**config.mk**
```make
export PLATFORM = sky130hd
export DESIGN_NAME = count_display_scanner
export DESIGN_NICKNAME = d
export VERILOG_FILES = /design/src/rtl/count_display_scanner.sv
export SDC_FILE = /design/constraint.sdc
export NUM_CORES = 1
export LEC_CHECK = 0
export ABC_AREA = 1
export BUFFER_PORTS_ARGS = -buffer_cell sky130_fd_sc_hd__buf_4
export CAP_MARGIN = 20
export CORE_ASPECT_RATIO = 1.4
export CORE_UTILIZATION = 55
export CTS_CLUSTER_DIAMETER = 80
export DETAILED_ROUTE_END_ITERATION = 7
export PLACE_DENSITY = 0.73
export SYNTH_ARGS = -nofsm -noshare
export SYNTH_HDL_FRONTEND = slang
export SYNTH_SLANG_ARGS = --single-unit
```
**constraint.sdc**
```tcl
create_clock -name clk -period 2.3 [get_ports clk]
set_input_delay 0.575 -clock clk [delete_from_list [all_inputs] [get_ports clk]]
set_output_delay 0.575 -clock clk [all_outputs]
set_load 0.03 [all_outputs]
```
**src/rtl/count_display_scanner.sv**
```systemverilog
// Four-digit multiplexed display scanner: snapshots the event count once per frame, converts it
// to BCD (or passes hex through), then drives one digit per prescaler slot with leading-zero blanking.
module count_display_scanner #(
  parameter int SCAN_DIV      = 100000,
  parameter bit BLANK_LEADING = 1'b1
) (
  input  logic        clk,
  input  logic        reset_n,
  input  logic [15:0] count,
  input  logic        hex_mode,
  output logic [3:0]  nibble,
  output logic [3:0]  digit_select,
  output logic        over_range
);

  localparam int            PW         = $clog2(SCAN_DIV);
  localparam logic [PW-1:0] PRESC_LAST = PW'(SCAN_DIV - 1);

  typedef enum logic [1:0] {S_IDLE, S_SHIFT, S_LOAD} state_t;

  state_t        state, state_nxt;
  logic [PW-1:0] presc;
  logic [1:0]    idx;
  logic          started;
  logic          tick;
  logic          snap;
  logic [3:0]    shift_cnt;
  logic [15:0]   snap_val_p0;
  logic          hex_p0;
  logic [15:0]   bin_p0;
  logic [19:0]   bcd_p0;
  logic [15:0]   disp_p1;
  logic          over_p1;
  logic          vld_p1;
  logic [3:0]    blank;
  logic [3:0]    nib_p2;
  logic [3:0]    sel_p2;

  // Add-3 correction on the four low BCD columns. With a 16-bit input the top column is at most 3
  // before any shift, so it never needs correcting and simply shifts through.
  function automatic logic [15:0] dabble_adj(input logic [15:0] b);
    logic [15:0] r;
    for (int k = 0; k < 4; k++) begin
      r[k*4 +: 4] = (b[k*4 +: 4] >= 4'd5) ? b[k*4 +: 4] + 4'd3 : b[k*4 +: 4];
    end
    return r;
  endfunction

  // Returns {over_range, display word}; anything above 9999 pins every digit at 9.
  function automatic logic [16:0] dec_sat(input logic [19:0] b);
    if (b[19:16] != 4'd0) begin
      return {1'b1, 16'h9999};
    end
    return {1'b0, b[15:0]};
  endfunction

  assign tick = (presc == PRESC_LAST);
  assign snap = !started || (tick && (idx == 2'd3));

  always_ff @(posedge clk or negedge reset_n) begin
    if (!reset_n) begin
      presc   <= '0;
      idx     <= 2'd0;
      started <= 1'b0;
    end else begin
      started <= 1'b1;
      if (tick) begin
        presc <= '0;
        idx   <= idx + 2'd1;
      end else begin
        presc <= presc + 1'b1;
      end
    end
  end

  always_ff @(posedge clk or negedge reset_n) begin
    if (!reset_n) state <= S_IDLE;
    else          state <= state_nxt;
  end

  always_comb begin
    state_nxt = state;
    case (state)
      S_IDLE:  if (snap) state_nxt = S_SHIFT;
      S_SHIFT: if (shift_cnt == 4'd15) state_nxt = S_LOAD;
      S_LOAD:  state_nxt = S_IDLE;
      default: state_nxt = S_IDLE;
    endcase
  end

  // Stage p0: snapshot and double-dabble; stage p1: display register
  always_ff @(posedge clk or negedge reset_n) begin
    if (!reset_n) begin
      snap_val_p0 <= 16'd0;
      hex_p0      <= 1'b0;
      bin_p0      <= 16'd0;
      bcd_p0      <= 20'd0;
      shift_cnt   <= 4'd0;
      disp_p1     <= 16'd0;
      over_p1     <= 1'b0;
      vld_p1      <= 1'b0;
    end else begin
      case (state)
        S_IDLE: begin
          if (snap) begin
            snap_val_p0 <= count;
            hex_p0      <= hex_mode;
            bin_p0      <= count;
            bcd_p0      <= 20'd0;
            shift_cnt   <= 4'd0;
          end
        end
        S_SHIFT: begin
          bcd_p0    <= {bcd_p0[18:16], dabble_adj(bcd_p0[15:0]), bin_p0[15]};
          bin_p0    <= {bin_p0[14:0], 1'b0};
          shift_cnt <= shift_cnt + 4'd1;
        end
        S_LOAD: begin
          if (hex_p0) begin
            disp_p1 <= snap_val_p0;
            over_p1 <= 1'b0;
          end else begin
            {over_p1, disp_p1} <= dec_sat(bcd_p0);
          end
          vld_p1 <= 1'b1;
        end
        default: ;
      endcase
    end
  end

  always_comb begin
    blank = 4'b0000;
    if (BLANK_LEADING) begin
      blank[3] = (disp_p1[15:12] == 4'd0);
      blank[2] = (disp_p1[15:8]  == 8'd0);
      blank[1] = (disp_p1[15:4]  == 12'd0);
    end
  end

  // Stage p2: registered digit drive
  always_ff @(posedge clk or negedge reset_n) begin
    if (!reset_n) begin
      nib_p2 <= 4'd0;
      sel_p2 <= 4'b1111;
    end else begin
      nib_p2 <= disp_p1[{idx, 2'b00} +: 4];
      sel_p2 <= (vld_p1 && !blank[idx]) ? ~(4'b0001 << idx) : 4'b1111;
    end
  end

  assign nibble       = nib_p2;
  assign digit_select = sel_p2;
  assign over_range   = over_p1;

  snap_only_in_idle: assert property (@(posedge clk) disable iff (!reset_n) snap |-> state == S_IDLE);

endmodule
```
==> summary.txt <==
Critical path
  – CP dominant cell by count: nand3_1
  – Critical Path, Cell by Cell: ha_1 > nand2_1 > nor2_2 > nand3_1 > nor2_2 > nand3_1 > nand2_2 > nand2_4 > buf_12 > nand3_1 > nand2_1
  – CP max-delay cell: dfrtp_1
  – Crit path buffers/inverters: 1
  – Family with the most delay on the worst path: simple AND/OR/NAND/NOR gates
  – Worst Reg2Reg Path Length in Cells: 11
  – Required arrival time at the worst endpoint: 2.53 ns
  – Count of cell instances traversed by the critical path: 11
  – Start-to-end type of the worst setup path: reg2reg
  – Kind of end point of the critical path: register
  – Data arrival time of the worst path: 2.19 ns
  – Maximum net fanout on the critical path: 37
  – Crit start category: register
  – Delay contributed by the slowest stage of the critical path: 0.37 ns

Pwr
  – Pwr/cell area: 1240 mW/mm²
  – Standby leakage power: 3.02 nW
  – Peak ir drop on the vdd network: 0.793 mV

Timing
  – Final setup violation count: 0
  – Transition time of the tightest slew-check pin: 0.631 ns
  – Final period util: 85.1%
  – Setup Skew: 0.00765 ns
  – Post-layout minimum cycle time: 1.96 ns
  – Number of hold-slack violations in the final timing report: 0
  – Relative slew margins: 57.9%
  – Setup repair after global routing missed its margin: no
  – Fmax: 511 MHz
  – Fin. max-slew vios: 0
  – Setup_tns: 0 ns

Clock tree
  – Resized Gates After CTS: 0
  – Clock-pin slew of the registers on the worst-case setup and hold paths: 0.06 ns
  – Maximum number of buffers from clock root to sink: 2
  – Setup Buffers After CTS: 0
  – Clock Sinks: 105
  – CTS Root Buffer Type: clkbuf_16
  – CTS tree: yes
  – Hold buffer count at CTS: 0
  – Number of H-tree branching levels: 3
  – Clock latency at the later pin of the worst-skew pair: 0.35 ns
  – Number of buffers added by the clock tree synthesis step: 9

Yosys
  – Post-synth design cell area: 0.00517 mm²
  – Top post-synthesis cells by area: dfrtp_1 (49%), nand2_1 (13%), nand3_1 (8.3%)
  – Cell type contributing the most total cell area after synthesis: dfrtp_1
  – Post-synth top area share: 48.9%
  – Synth Register Bits: 105
  – Synthesized instance count: 643
  – Number of warning messages in the yosys log: 0
  – Post-synthesis average cell area: 8.04 µm²
  – Distinct cells, synth: 31
  – Sequential element share of the synthesized area: 50.9%
  – Net count of the mapped netlist: 676

Global routing
  – Grt met2 use: 42.1%
  – Pin count of the biggest net entering global routing: 106
  – Antenna violations before repair: 0
  – Global Route met1 Usage: 31.2%
  – Most crowded layer after global routing: met2
  – Grt ovf: 0
  – Via count of the first global-routing pass: 4148
  – Global-route usage over all layers: 24.8%
  – Wire length of the first global-routing pass: 19100 µm
  – Routing usage on met3: 3.75%

Route
  – Remaining design rule violation count: 4
  – Routed wire per std cell: 14.3 µm
  – Number of optimization iterations in the first detailed-route pass: 6
  – Routed vias: 4287
  – Mean number of vias per cell: 5.53
  – Violation count after the first detailed-route iteration: 343
  – ANT nets after route: 0
  – Aggregate routed wire length: 11100 µm

Status
  – Violations in the final reports: design-rule violations
  – Result of the run: complete, but fails checks

Die
  – Core area: 0.00908 mm²
  – Die width: 84.0 µm
  – Effective utilization at floorplan: 57.0%
  – Number of cell rows: 41
  – Total I/O pin count: 28
  – Chip Height: 117 µm
  – Area of the die: 0.00980 mm²

Layout
  – Number of diodes: 0
  – Share of post-route cells with drive strength above 1: 9.88%
  – Synth-to-layout area growth: 12.5%
  – Net total in the final layout: 696
  – Most frequent standard cell in the layout excluding fill and tap cells: nand2_1
  – Non-filler cells, final: 775
  – Most frequent cells in the layout: nand2_1 (177), dfrtp_1 (101), nand3_1 (86)

Run
  – # Max-Cap Violations: 0

Placement
  – Cell Count Post-Placement: 759
  – Post-DP HPWL: 7540 µm
  – Port Buffers: 27
  – Placer congestion estimate: 0.878

Hold path
  – Class of the worst hold path: in2async
## report_power, final
group	internal [mW]	switching [mW]	total [mW]	leakage, nW
logic	0.953	1.61	2.56	1.54
clock network	0.986	0.664	1.65	0.153
registers	2.48	0.524	3.00	1.33
total	4.41	2.79	7.21	3.02
## layout make-up
class	instances	area [µm²]
sequential	105	2630
inverter	58	218
tap	107	134
clock inverter	4	76.3
fill	753	3260
timing repair buffer	36	308
clock buffer	12	246
multi-input combinational	453	2200
## state kept, by name, indices dropped and copies added (netlist names)
register	flops
disp_p1	16
idx	2
bcd_p0	20
presc	17
bin_p0	16
vld_p1	1
snap_val_p0	16
hex_p0	1
state	2
nibble	4
started	1
over_range	1
digit_select	4
shift_cnt	4
## stage by stage
step / hold slack, ns / utilization (%) / cell area (µm²) / total power, mW / worst slack (ns)
floorplan: 0.279 / - / 5170 / 4.84 / 0.694
global placement: 0.443 / 60.5 / 5490 / 5.46 / 0.405
detailed placement: 0.459 / 60.5 / 5490 / 5.58 / 0.350
CTS: 0.322 / 64.1 / 5820 / 7.25 / 0.334
global route: 0.320 / 64.1 / 5820 / 7.76 / 0.148
finish: 0.271 / 64.1 / 5820 / 7.21 / 0.342
## synthesized netlist by cell type
cell      instances
dfrtp_1         101
xnor2_1           1
buf_4             1
xor2_1           10
nand3_1          86
nor2_2            2
dfstp_2           4
buf_1             5
nand2_4           2
o31ai_1           1
buf_6             1
nor2_1           49
o211ai_1          8
nor4_2            1
o21ai_1           5
o22ai_1           3
nand2_1         177
nand4_1           5
ha_1             14
conb_1            1
inv_1            57
clkbuf_1         12
nor4_1            5
o41ai_1           1
nor3_1            9
buf_2             8
nand2_2           1
or2_2             3
o21ai_0          35
inv_2             1
a21oi_1          34
## kinds of logic after synthesis
logic type	share of synthesized area, %
other	0.0725
DFF	50.9
xor gates and xnor gates	1.86
AOI/OAI and AO/OA	9.00
and+or+nand+nor	28.2
buffers and inverters	6.58
adders and majority gates	3.39
## worst paths after layout
kind                               start          to  slack, ns
max in group asynchronous        reset_n  bcd_p0[14]       1.60
worst max register to register  presc[0]  bcd_p0[19]       0.34
worst max-delay path            presc[0]  bcd_p0[19]       0.34
worst min register to register  presc[0]    presc[0]       0.47
worst min-delay path             reset_n    presc[6]       0.27
min in group clk                hex_mode      hex_p0       0.45
## metal layers
layer / part of all wire [%] / vias to the layer above
met1: 43 / 2027
met3: 3.3 / 26
met4: 2.7 / 0
li1: - / 2143
met2: 51 / 91
met5: 0 / -
Power figures use the tool's default switching activity.
